<file path="src/rtl/pipeline_ctrl.sv">
// -----------------------------------------------------------------------------
// pipeline_ctrl
//   Hazard / flush / freeze controller for a classic 5-stage in-order pipeline.
//   Turns the ID-stage load-use hazard, the EX-stage taken-branch signal and
//   the data-memory busy signal into register write enables and bubble
//   (flush) controls. It also keeps a sticky memory-timeout flag and two
//   saturating performance counters.
//
// Parameters
//   BR_PENALTY  flush cycles per taken branch (1..3)
//   TIMEOUT     consecutive mem_busy cycles before mem_timeout sets (1..255)
//   CNT_W       width of the performance counters
//
// Ports
//   clk              rising-edge clock
//   rst_n            synchronous active-low reset
//   hazard           load-use hazard from the ID-stage hazard detector
//   ex_branch_taken  EX-stage branch/jump resolved taken
//   mem_busy         data memory not ready; the whole pipeline freezes
//   pc_we            PC register write enable
//   ifid_we          IF/ID register write enable
//   ifid_flush       load a bubble into IF/ID
//   idex_flush       load a bubble into ID/EX
//   exmem_we         EX/MEM register write enable
//   memwb_we         MEM/WB register write enable
//   mem_timeout      sticky memory-timeout error flag
//   stall_cycles     cycles with pc_we=0 while out of reset (saturating)
//   flush_events     accepted taken branches (saturating)
//   ctrl_state       current state: RUN=0, REDIRECT=1, MEM_WAIT=2
// -----------------------------------------------------------------------------
module pipeline_ctrl #(
  parameter int BR_PENALTY = 2,
  parameter int TIMEOUT    = 255,
  parameter int CNT_W      = 32
) (
  input  logic             clk,
  input  logic             rst_n,
  input  logic             hazard,
  input  logic             ex_branch_taken,
  input  logic             mem_busy,
  output logic             pc_we,
  output logic             ifid_we,
  output logic             ifid_flush,
  output logic             idex_flush,
  output logic             exmem_we,
  output logic             memwb_we,
  output logic             mem_timeout,
  output logic [CNT_W-1:0] stall_cycles,
  output logic [CNT_W-1:0] flush_events,
  output logic [1:0]       ctrl_state
);

  typedef enum logic [1:0] {
    RUN      = 2'd0,
    REDIRECT = 2'd1,
    MEM_WAIT = 2'd2
  } state_t;

  state_t     state, state_next, eff_state;
  logic [1:0] rem, rem_next;       // redirect flush cycles still owed
  logic [7:0] wait_cnt;            // consecutive mem_busy cycles
  logic [8:0] wait_sum;            // wait_cnt including the current cycle
  logic       branch_accept;

  assign ctrl_state = state;
  assign wait_sum   = {1'b0, wait_cnt} + 9'd1;

  // MEM_WAIT has no output behaviour of its own once memory is ready: that
  // cycle acts as the state being resumed. State encoding 3 acts as RUN.
  always_comb begin
    case (state)
      RUN:      eff_state = RUN;
      REDIRECT: eff_state = REDIRECT;
      MEM_WAIT: eff_state = (rem != 2'd0) ? REDIRECT : RUN;
      default:  eff_state = RUN;
    endcase
  end

  always_comb begin
    // NOTE: every output of this block gets a default first, so no path can
    // leave a value unassigned and infer a latch.
    pc_we         = 1'b0;
    ifid_we       = 1'b0;
    exmem_we      = 1'b0;
    memwb_we      = 1'b0;
    ifid_flush    = 1'b1;
    idex_flush    = 1'b1;
    state_next    = RUN;
    rem_next      = rem;
    branch_accept = 1'b0;

    if (!rst_n) begin
      // Reset: hold everything and keep bubbles in the front stages.
    end else if (mem_busy) begin
      // Freeze: nothing moves, nothing is flushed, remainder is kept.
      ifid_flush = 1'b0;
      idex_flush = 1'b0;
      state_next = MEM_WAIT;
    end else begin
      exmem_we = 1'b1;
      memwb_we = 1'b1;
      if (eff_state == REDIRECT) begin
        // Wrong-path fetch still in flight: keep squashing IF/ID only.
        pc_we      = 1'b1;
        ifid_we    = 1'b1;
        idex_flush = 1'b0;
        rem_next   = (rem == 2'd0) ? 2'd0 : rem - 2'd1;
        state_next = (rem > 2'd1) ? REDIRECT : RUN;
      end else if (ex_branch_taken) begin
        // Branch outranks hazard: the hazarding instruction is squashed anyway.
        pc_we         = 1'b1;
        ifid_we       = 1'b1;
        branch_accept = 1'b1;
        if (BR_PENALTY > 1) begin
          state_next = REDIRECT;
          rem_next   = 2'(BR_PENALTY - 1);
        end
      end else if (hazard) begin
        // Load-use: hold PC and IF/ID, insert a bubble into ID/EX.
        ifid_flush = 1'b0;
      end else begin
        pc_we      = 1'b1;
        ifid_we    = 1'b1;
        ifid_flush = 1'b0;
        idex_flush = 1'b0;
      end
    end
  end

  always_ff @(posedge clk) begin
    // NOTE: sequential state uses non-blocking assignments so every register
    // samples pre-edge values regardless of statement order.
    if (!rst_n) begin
      state        <= RUN;
      rem          <= 2'd0;
      wait_cnt     <= 8'd0;
      mem_timeout  <= 1'b0;
      stall_cycles <= '0;
      flush_events <= '0;
    end else begin
      state <= state_next;
      rem   <= rem_next;

      if (mem_busy) begin
        if (wait_cnt != 8'hFF) wait_cnt <= wait_sum[7:0];
        if (wait_sum >= 9'(TIMEOUT)) mem_timeout <= 1'b1;
      end else begin
        wait_cnt <= 8'd0;
      end

      if (!pc_we && (stall_cycles != '1)) stall_cycles <= stall_cycles + 1'b1;
      if (branch_accept && (flush_events != '1)) flush_events <= flush_events + 1'b1;
    end
  end

endmodule

</file>
<file path="config.mk">
export PLATFORM = sky130hd
export DESIGN_NAME = pipeline_ctrl
export DESIGN_NICKNAME = d
export VERILOG_FILES = /design/src/rtl/pipeline_ctrl.sv
export SDC_FILE = /design/constraint.sdc
export NUM_CORES = 1
export LEC_CHECK = 0
export ABC_AREA = 1
export BUFFER_PORTS_ARGS = -buffer_cell sky130_fd_sc_hd__buf_2
export CAP_MARGIN = 20
export CORE_MARGIN = 4
export CORE_UTILIZATION = 50
export CTS_CLUSTER_SIZE = 40
export DETAILED_ROUTE_END_ITERATION = 10
export PLACE_DENSITY = 0.72
export SLEW_MARGIN = 30
export SYNTH_ARGS = -nofsm -noshare
export SYNTH_HDL_FRONTEND = slang
export SYNTH_SLANG_ARGS = --single-unit
export TNS_END_PERCENT = 10
</file>
<file path="constraint.sdc">
create_clock -name clk -period 3 [get_ports clk]
set_clock_uncertainty 0.05 [all_clocks]
set_input_delay 0.3 -clock clk [delete_from_list [all_inputs] [get_ports clk]]
set_output_delay 0.3 -clock clk [all_outputs]
set_load 0.05 [all_outputs]
</file>
==> flow_summary.yaml, run 1 <==
critical_path:
  cp.required_ns: 2.65
  cp_slowest_cell: "o21ai_0"
  startpoint_type: "flop"
  cp_top_family: "compound AO/OA/AOI/OAI gates"
  cp.arrival_ns: 1.90
  max_stage_delay_ns: 0.37
  critPathMaxFanout: 4
  worstPathCellList: "inv_1 > ha_1 > o21ai_1 > a21oi_1 > o21ai_0 > nand2_1 > buf_2"
  path_buf_inv: 2
  end_kind: "output pin"
  crit_type: "reg2out"
yosys:
  syn_area_per_cell_sq_um: 6.15
  synth_xor_area_share_pct: 5.20
  synthAdderAreaFrac_pct: 1.54
  synth-simple-area-share_pct: 45.9
  muxShareOfSynthArea_pct: 0
  ys_warn_count: 0
  netlist_area_sq_um: 4890
  synth_nets: 805
  ys_seq_elements: 77
  netlist_instances: 794
  synth_top_family_by_area: "simple AND/OR/NAND/NOR gates"
  synth_compound_area_share_pct: 9.09
  synth_cell_type_count: 30
  seq_area_frac_synth_pct: 31.5
power:
  p_leak_nw: 2.23
  p_per_area_nw_per_um2: 352
  ir_drop_v: 0.000297
  power_mw: 1.93
route:
  first_pass_iters: 5
  vias: 5160
  drtIter0Drc: 272
  post_drt_wl_per_cell_um: 13.2
  drc: 0
  via_per_inst: 5.18
  drtAntennaViolNets: 0
  drt_wl_total_mm: 13.2
timing:
  period_minus_slack_ns: 2.25
  holdWs_ns: 0.260
  tns_ns: 0
  worstMarginPinSlew_ns: 0.676
  slew_headroom_pct: 54.9
  setup_violations: 0
  min_period_over_period_pct: 75.0
  finalWorstSetupSlack_ns: 0.749
  rsz0062_at_grt: "no"
  hold_viol: 0
  slew_violations: 0
  fmax_mhz: 444
clocking:
  clock_path_buffers: 2
  clkLatencyLatePin_ns: 0.36
  cts-hold-fix-buffers: 0
  cts_tree: "done"
  cts_resized: 0
  cts_htree_levels: 3
  cts_made_buffers: 9
  cts_setup_buffers: 0
  clk_pin_slew_ns: 0.10
  clock_sinks: 77
  clockRootBuffer: "clkbuf_8"
final_layout:
  nets: 874
  drive_above_1_share_pct: 15.1
  final_util_pct: 58.6
  syn2layout_area_growth_pct: 12.4
  antennaDiodeCount: 0
floorplan:
  initial_core_util_pct: 52.1
  dieWidth_um: 107
  core_sq_um: 9370
  design.die.area_sq_um: 11400
  die_h_um: 107
  top_level_ports: 78
  rows: 35
grt:
  grt_max_degree: 57
  antenna_found_initial: 0
  grt_pass1_wl_mm: 22.4
  grt_pass1_vias: 4677
  grt_use_total_pct: 23.8
  grt_overflow_total: 0
place:
  place_ws_ns: 0.787
  dp_hpwl_mm: 9.85
  place.gp.congestion: 0.951
  io_buffers: 77
hold_path:
  hold_class: "in2reg"
run_status:
  outcome: "finished, final reports clean"
job:
  drv_cap: 0
==> cell usage in the layout, fill, tap and decap left out, types with 2 or more instances in the layout <==
cell / Yosys / final
nand3_1: 23 / 23
clkinv_2: 0 / 3
inv_2: 5 / 5
xor2_1: 22 / 22
a21oi_1: 51 / 51
a21oi_2: 11 / 11
o21ai_0: 12 / 12
nand2_2: 5 / 5
o21ai_1: 2 / 2
nor3_1: 3 / 3
nor2_2: 7 / 7
buf_4: 6 / 3
nor2_1: 129 / 129
nand3b_1: 24 / 24
inv_1: 44 / 44
buf_2: 6 / 77
ha_1: 6 / 6
nand4_1: 8 / 8
clkbuf_8: 0 / 11
nand2_4: 3 / 3
nand2_1: 323 / 323
dfxtp_1: 77 / 77
nor3b_1: 2 / 2
xnor2_1: 7 / 7
o21bai_1: 2 / 2
nor2_4: 3 / 3
==> cells in the mapped netlist <==
| library cell | instances | area [sq um] |
|---|---|---|
| xor2_1 | 22 | 193 |
| a21oi_1 | 51 | 255 |
| nor2_8 | 1 | 20.0 |
| buf_4 | 6 | 45.0 |
| nand2_4 | 3 | 33.8 |
| o21ai_1 | 2 | 10.0 |
| nand2_2 | 5 | 31.3 |
| a21oi_2 | 11 | 96.3 |
| inv_2 | 5 | 18.8 |
| nand2_1 | 323 | 1210 |
| buf_8 | 2 | 30.0 |
| buf_2 | 6 | 30.0 |
| dfxtp_1 | 77 | 1540 |
| inv_1 | 44 | 165 |
| nor2_4 | 3 | 33.8 |
| nand4_1 | 8 | 50.1 |
| o211ai_1 | 1 | 7.51 |
| nand3b_1 | 24 | 180 |
| o21bai_1 | 2 | 15.0 |
| nor2_1 | 129 | 484 |
| o21ai_0 | 12 | 60.1 |
| nand3_1 | 23 | 115 |
| nand3_2 | 1 | 10.0 |
| buf_6 | 1 | 11.3 |
| nor3_1 | 3 | 15.0 |
| clkbuf_1 | 7 | 26.3 |
| ha_1 | 6 | 75.1 |
| nor2_2 | 7 | 43.8 |
| xnor2_1 | 7 | 61.3 |
| nor3b_1 | 2 | 15.0 |
==> final timing paths <==
check / slack (ns) / to / depth (start not counted) / startpoint
worst max-delay path: 0.75 / ifid_flush / 7 / ctrl_state[0]
worst min-delay path: 0.26 / flush_events[20] / 3 / rst_n
worst max register to register: 0.75 / stall_cycles[1] / 10 / stall_cycles[1]
worst min register to register: 0.40 / mem_timeout / 2 / mem_timeout
==> per-layer routing <==
metal / global-route usage, % / wire length [um] / part of all wire (%)
met5: 0 / 0 / 0
met4: 7.58 / 220 / 1.7
met3: 3.31 / 770 / 5.8
met2: 37.0 / 5720 / 43
met1: 33.9 / 6490 / 49
==> through the flow <==
| stage | instance area (sq um) | cells |
|---|---|---|
| final | 5490 | 997 |
| after floorplan | 4890 | 794 |
| after global routing | 5490 | 997 |
| after detailed placement | 5310 | 981 |
| after CTS | 5490 | 997 |
| after global placement | 5310 | 981 |
==> power by group <==
group / switching [mW] / internal [mW]
logic: 0.115 / 0.0295
registers: 0.0111 / 1.03
clock network: 0.402 / 0.343
total: 0.528 / 1.40
==> logic make-up (layout without fill, tap and decap cells) <==
logic type | after synthesis | after routing
AND/OR/NAND/NOR | 532 | 532
AO/OA/AOI/OAI | 79 | 79
flip-flops | 77 | 77
buffers and inverters | 71 | 145
XOR/XNOR | 29 | 29
adder cells (fa/ha/maj) | 6 | 6
==> state kept, by name (all words and copies together) (netlist names) <==
name / count
wait_cnt: 8
stall_cycles: 32
flush_events: 32
mem_timeout: 1
ctrl_state: 2
rem: 2
==> tightest hold or removal path, cell delays in order <==
cell	delay [ns]
buf_2	0.20
nand2_1	0.10
nor2_1	0.03
==> cell type report <==
class | instances | area, sq um
clock inverter | 4 | 22.5
multi-input combinational | 646 | 3020
inverter | 49 | 184
tap | 129 | 161
fill | 974 | 3880
sequential | 77 | 1540
clock buffer | 12 | 155
timing repair buffer | 80 | 408
(Power assumes the default switching activity.)
==> run 2, diff against run 1 <==
--- a/config.mk
+++ b/config.mk
@@ -12,7 +12,7 @@
 export CORE_UTILIZATION = 50
 export CTS_CLUSTER_SIZE = 40
 export DETAILED_ROUTE_END_ITERATION = 10
-export PLACE_DENSITY = 0.72
+export PLACE_DENSITY = 0.75
 export SLEW_MARGIN = 30
 export SYNTH_ARGS = -nofsm -noshare
 export SYNTH_HDL_FRONTEND = slang
==> constraint.sdc (replaced) <==
create_clock -name clk -period 1.8 [get_ports clk]
set_clock_uncertainty 0.05 [all_clocks]
set_input_delay 0.18 -clock clk [delete_from_list [all_inputs] [get_ports clk]]
set_output_delay 0.18 -clock clk [all_outputs]
set_load 0.05 [all_outputs]
==> run 2 against run 1 <==
  * The run now ends with negative setup slack left
  * Largest cell class unchanged
  * Combinational power grew 130%
  * Critical path depth grew 2
  * Sequential power grew 67%
  * Core utilization grew 7.8 points
  * Worst setup slack lost 0.84 ns
  * Highest routed layer unchanged
==> flow_summary.yaml, run 2 (synthesis results as in run 1) <==
clocking:
  clk_pin_slew_ns: 0.07
  clkLatencyLatePin_ns: 0.35
  clockRootBuffer: "clkbuf_8"
  clock_path_buffers: 2
  cts_htree_levels: 3
  cts_made_buffers: 9
  clock_sinks: 77
  cts_tree: "done"
timing:
  fmax_mhz: 528
  period_minus_slack_ns: 1.89
  min_period_over_period_pct: 105
  setup_violations: 3
  worstMarginPinSlew_ns: 0.687
  holdWs_ns: 0.139
  rsz0062_at_grt: "yes"
  finalWorstSetupSlack_ns: -0.0923
  slew_headroom_pct: 54.2
  hold_viol: 0
  slew_violations: 0
  tns_ns: -0.225
final_layout:
  largestRegisters: "flush_events (32), stall_cycles (32), wait_cnt (8)"
  fin_area_sq_um: 6220
  final_cell_mix: "nand2_1 (320), nor2_1 (124), buf_2 (74)"
  drive_above_1_share_pct: 26.6
  syn2layout_area_growth_pct: 27.2
  mostFrequentLayoutCell: "nand2_1"
  antennaDiodeCount: 0
  final_util_pct: 66.3
  stdcell_count: 1056
  nets: 934
grt:
  grt_use_total_pct: 24.7
  grt_pass1_wl_mm: 23.3
  antenna_found_initial: 0
  grt_pass1_vias: 5076
  grt_overflow_total: 0
  grt_max_degree: 57
route:
  post_drt_wl_per_cell_um: 13.6
  drc: 0
  drtAntennaViolNets: 0
  first_pass_iters: 5
  vias: 5521
  drt_wl_total_mm: 14.4
  drtIter0Drc: 427
  via_per_inst: 5.23
place:
  dp_hpwl_mm: 10.6
  io_buffers: 77
  placed_cell_area_sq_um: 5770
  place.gp.congestion: 0.965
  place_inst: 1030
job:
  drv_cap: 0
floorplan:
  die_h_um: 107
  initial_core_util_pct: 52.1
  dieWidth_um: 107
  design.die.area_sq_um: 11400
  top_level_ports: 78
  rows: 35
  core_sq_um: 9370
critical_path:
  end_kind: "output pin"
  cp.required_ns: 1.57
  critPathMaxFanout: 3
  r2r_cells: 11
  crit_type: "reg2out"
  startpoint_type: "flop"
  cp.arrival_ns: 1.66
hold_path:
  hold_class: "in2reg"
  worstHoldPathCells: 4
power:
  ir_drop_v: 0.000585
  p_leak_nw: 2.60
  p_per_area_nw_per_um2: 532
run_status:
  outcome: "finished with violations"
  violations: "negative setup slack"
## run 2: cell types whose count changed in the layout (fill, tap and decap cells not counted), sizes merged
cell / change
clkinvlp: +2
dlymetal6s2s: +1
inv: -1
buf: +57
clkbuf: +1
clkinv: -1
## run 2: power breakdown
group	total [mW]	internal [mW]	switching, mW
registers	1.74	1.72	0.0211
logic	0.329	0.104	0.224
clock network	1.24	0.604	0.636
total	3.31	2.42	0.882
## run 2: area by class of cell
class / instances / area [sq um]
fill: 861 / 3150
multi-input combinational: 646 / 3100
sequential: 77 / 1600
timing repair buffer: 139 / 955
inverter: 49 / 200
clock buffer: 12 / 165
tap: 129 / 161
clock inverter: 3 / 20.0
timing repair inverter: 1 / 11.3
## run 2: path summary, 6_finish.rpt
| path | slack (ns) | from | end |
|---|---|---|---|
| worst min register to register | 0.40 | mem_timeout | mem_timeout |
| worst max register to register | 0.03 | ctrl_state[0] | stall_cycles[0] |
| worst min-delay path | 0.14 | mem_busy | ctrl_state[0] |
| worst max-delay path | -0.09 | ctrl_state[0] | pc_we |
## run 2: metrics by stage
step           setup slack, ns  total power, mW
2_1_floorplan          -0.0920             1.98
4_1_cts                -0.0987             3.29
3_5_place_dp            0.0114             2.04
6_report               -0.0923             3.31
5_1_grt                 -0.183             3.43
3_3_place_gp            0.0866             2.03
## run 2: timing repair
action | CTS | global route
hold endpoints to repair | 0 | 0
endpoints found under the setup margin | 4 | 59
gates cloned | 0 | 2
buffers inserted | 3 | 7
gates resized for setup | 15 | 24
pin swaps | 4 | 4
hold buffers | 0 | 0
## run 2: critical path, cell delays in order (launching register included)
cell	delay (ns)
dfxtp_4	0.36
inv_2	0.04
ha_4	0.26
inv_2	0.03
nand2_2	0.07
nand3_2	0.08
nand2_4	0.10
buf_8	0.11
clkinvlp_4	0.10
buf_8	0.16
## run 2: routing by layer
| layer | wire length [um] | vias up | share of wire, % | track usage [%] |
|---|---|---|---|---|
| li1 | - | 2753 | - | - |
| met1 | 6540 | 2531 | 45 | 34.2 |
| met2 | 6530 | 214 | 45 | 40.0 |
| met3 | 1100 | 23 | 7.7 | 3.91 |
| met4 | 208 | 0 | 1.4 | 6.94 |
| met5 | 0 | - | 0 | 0 |
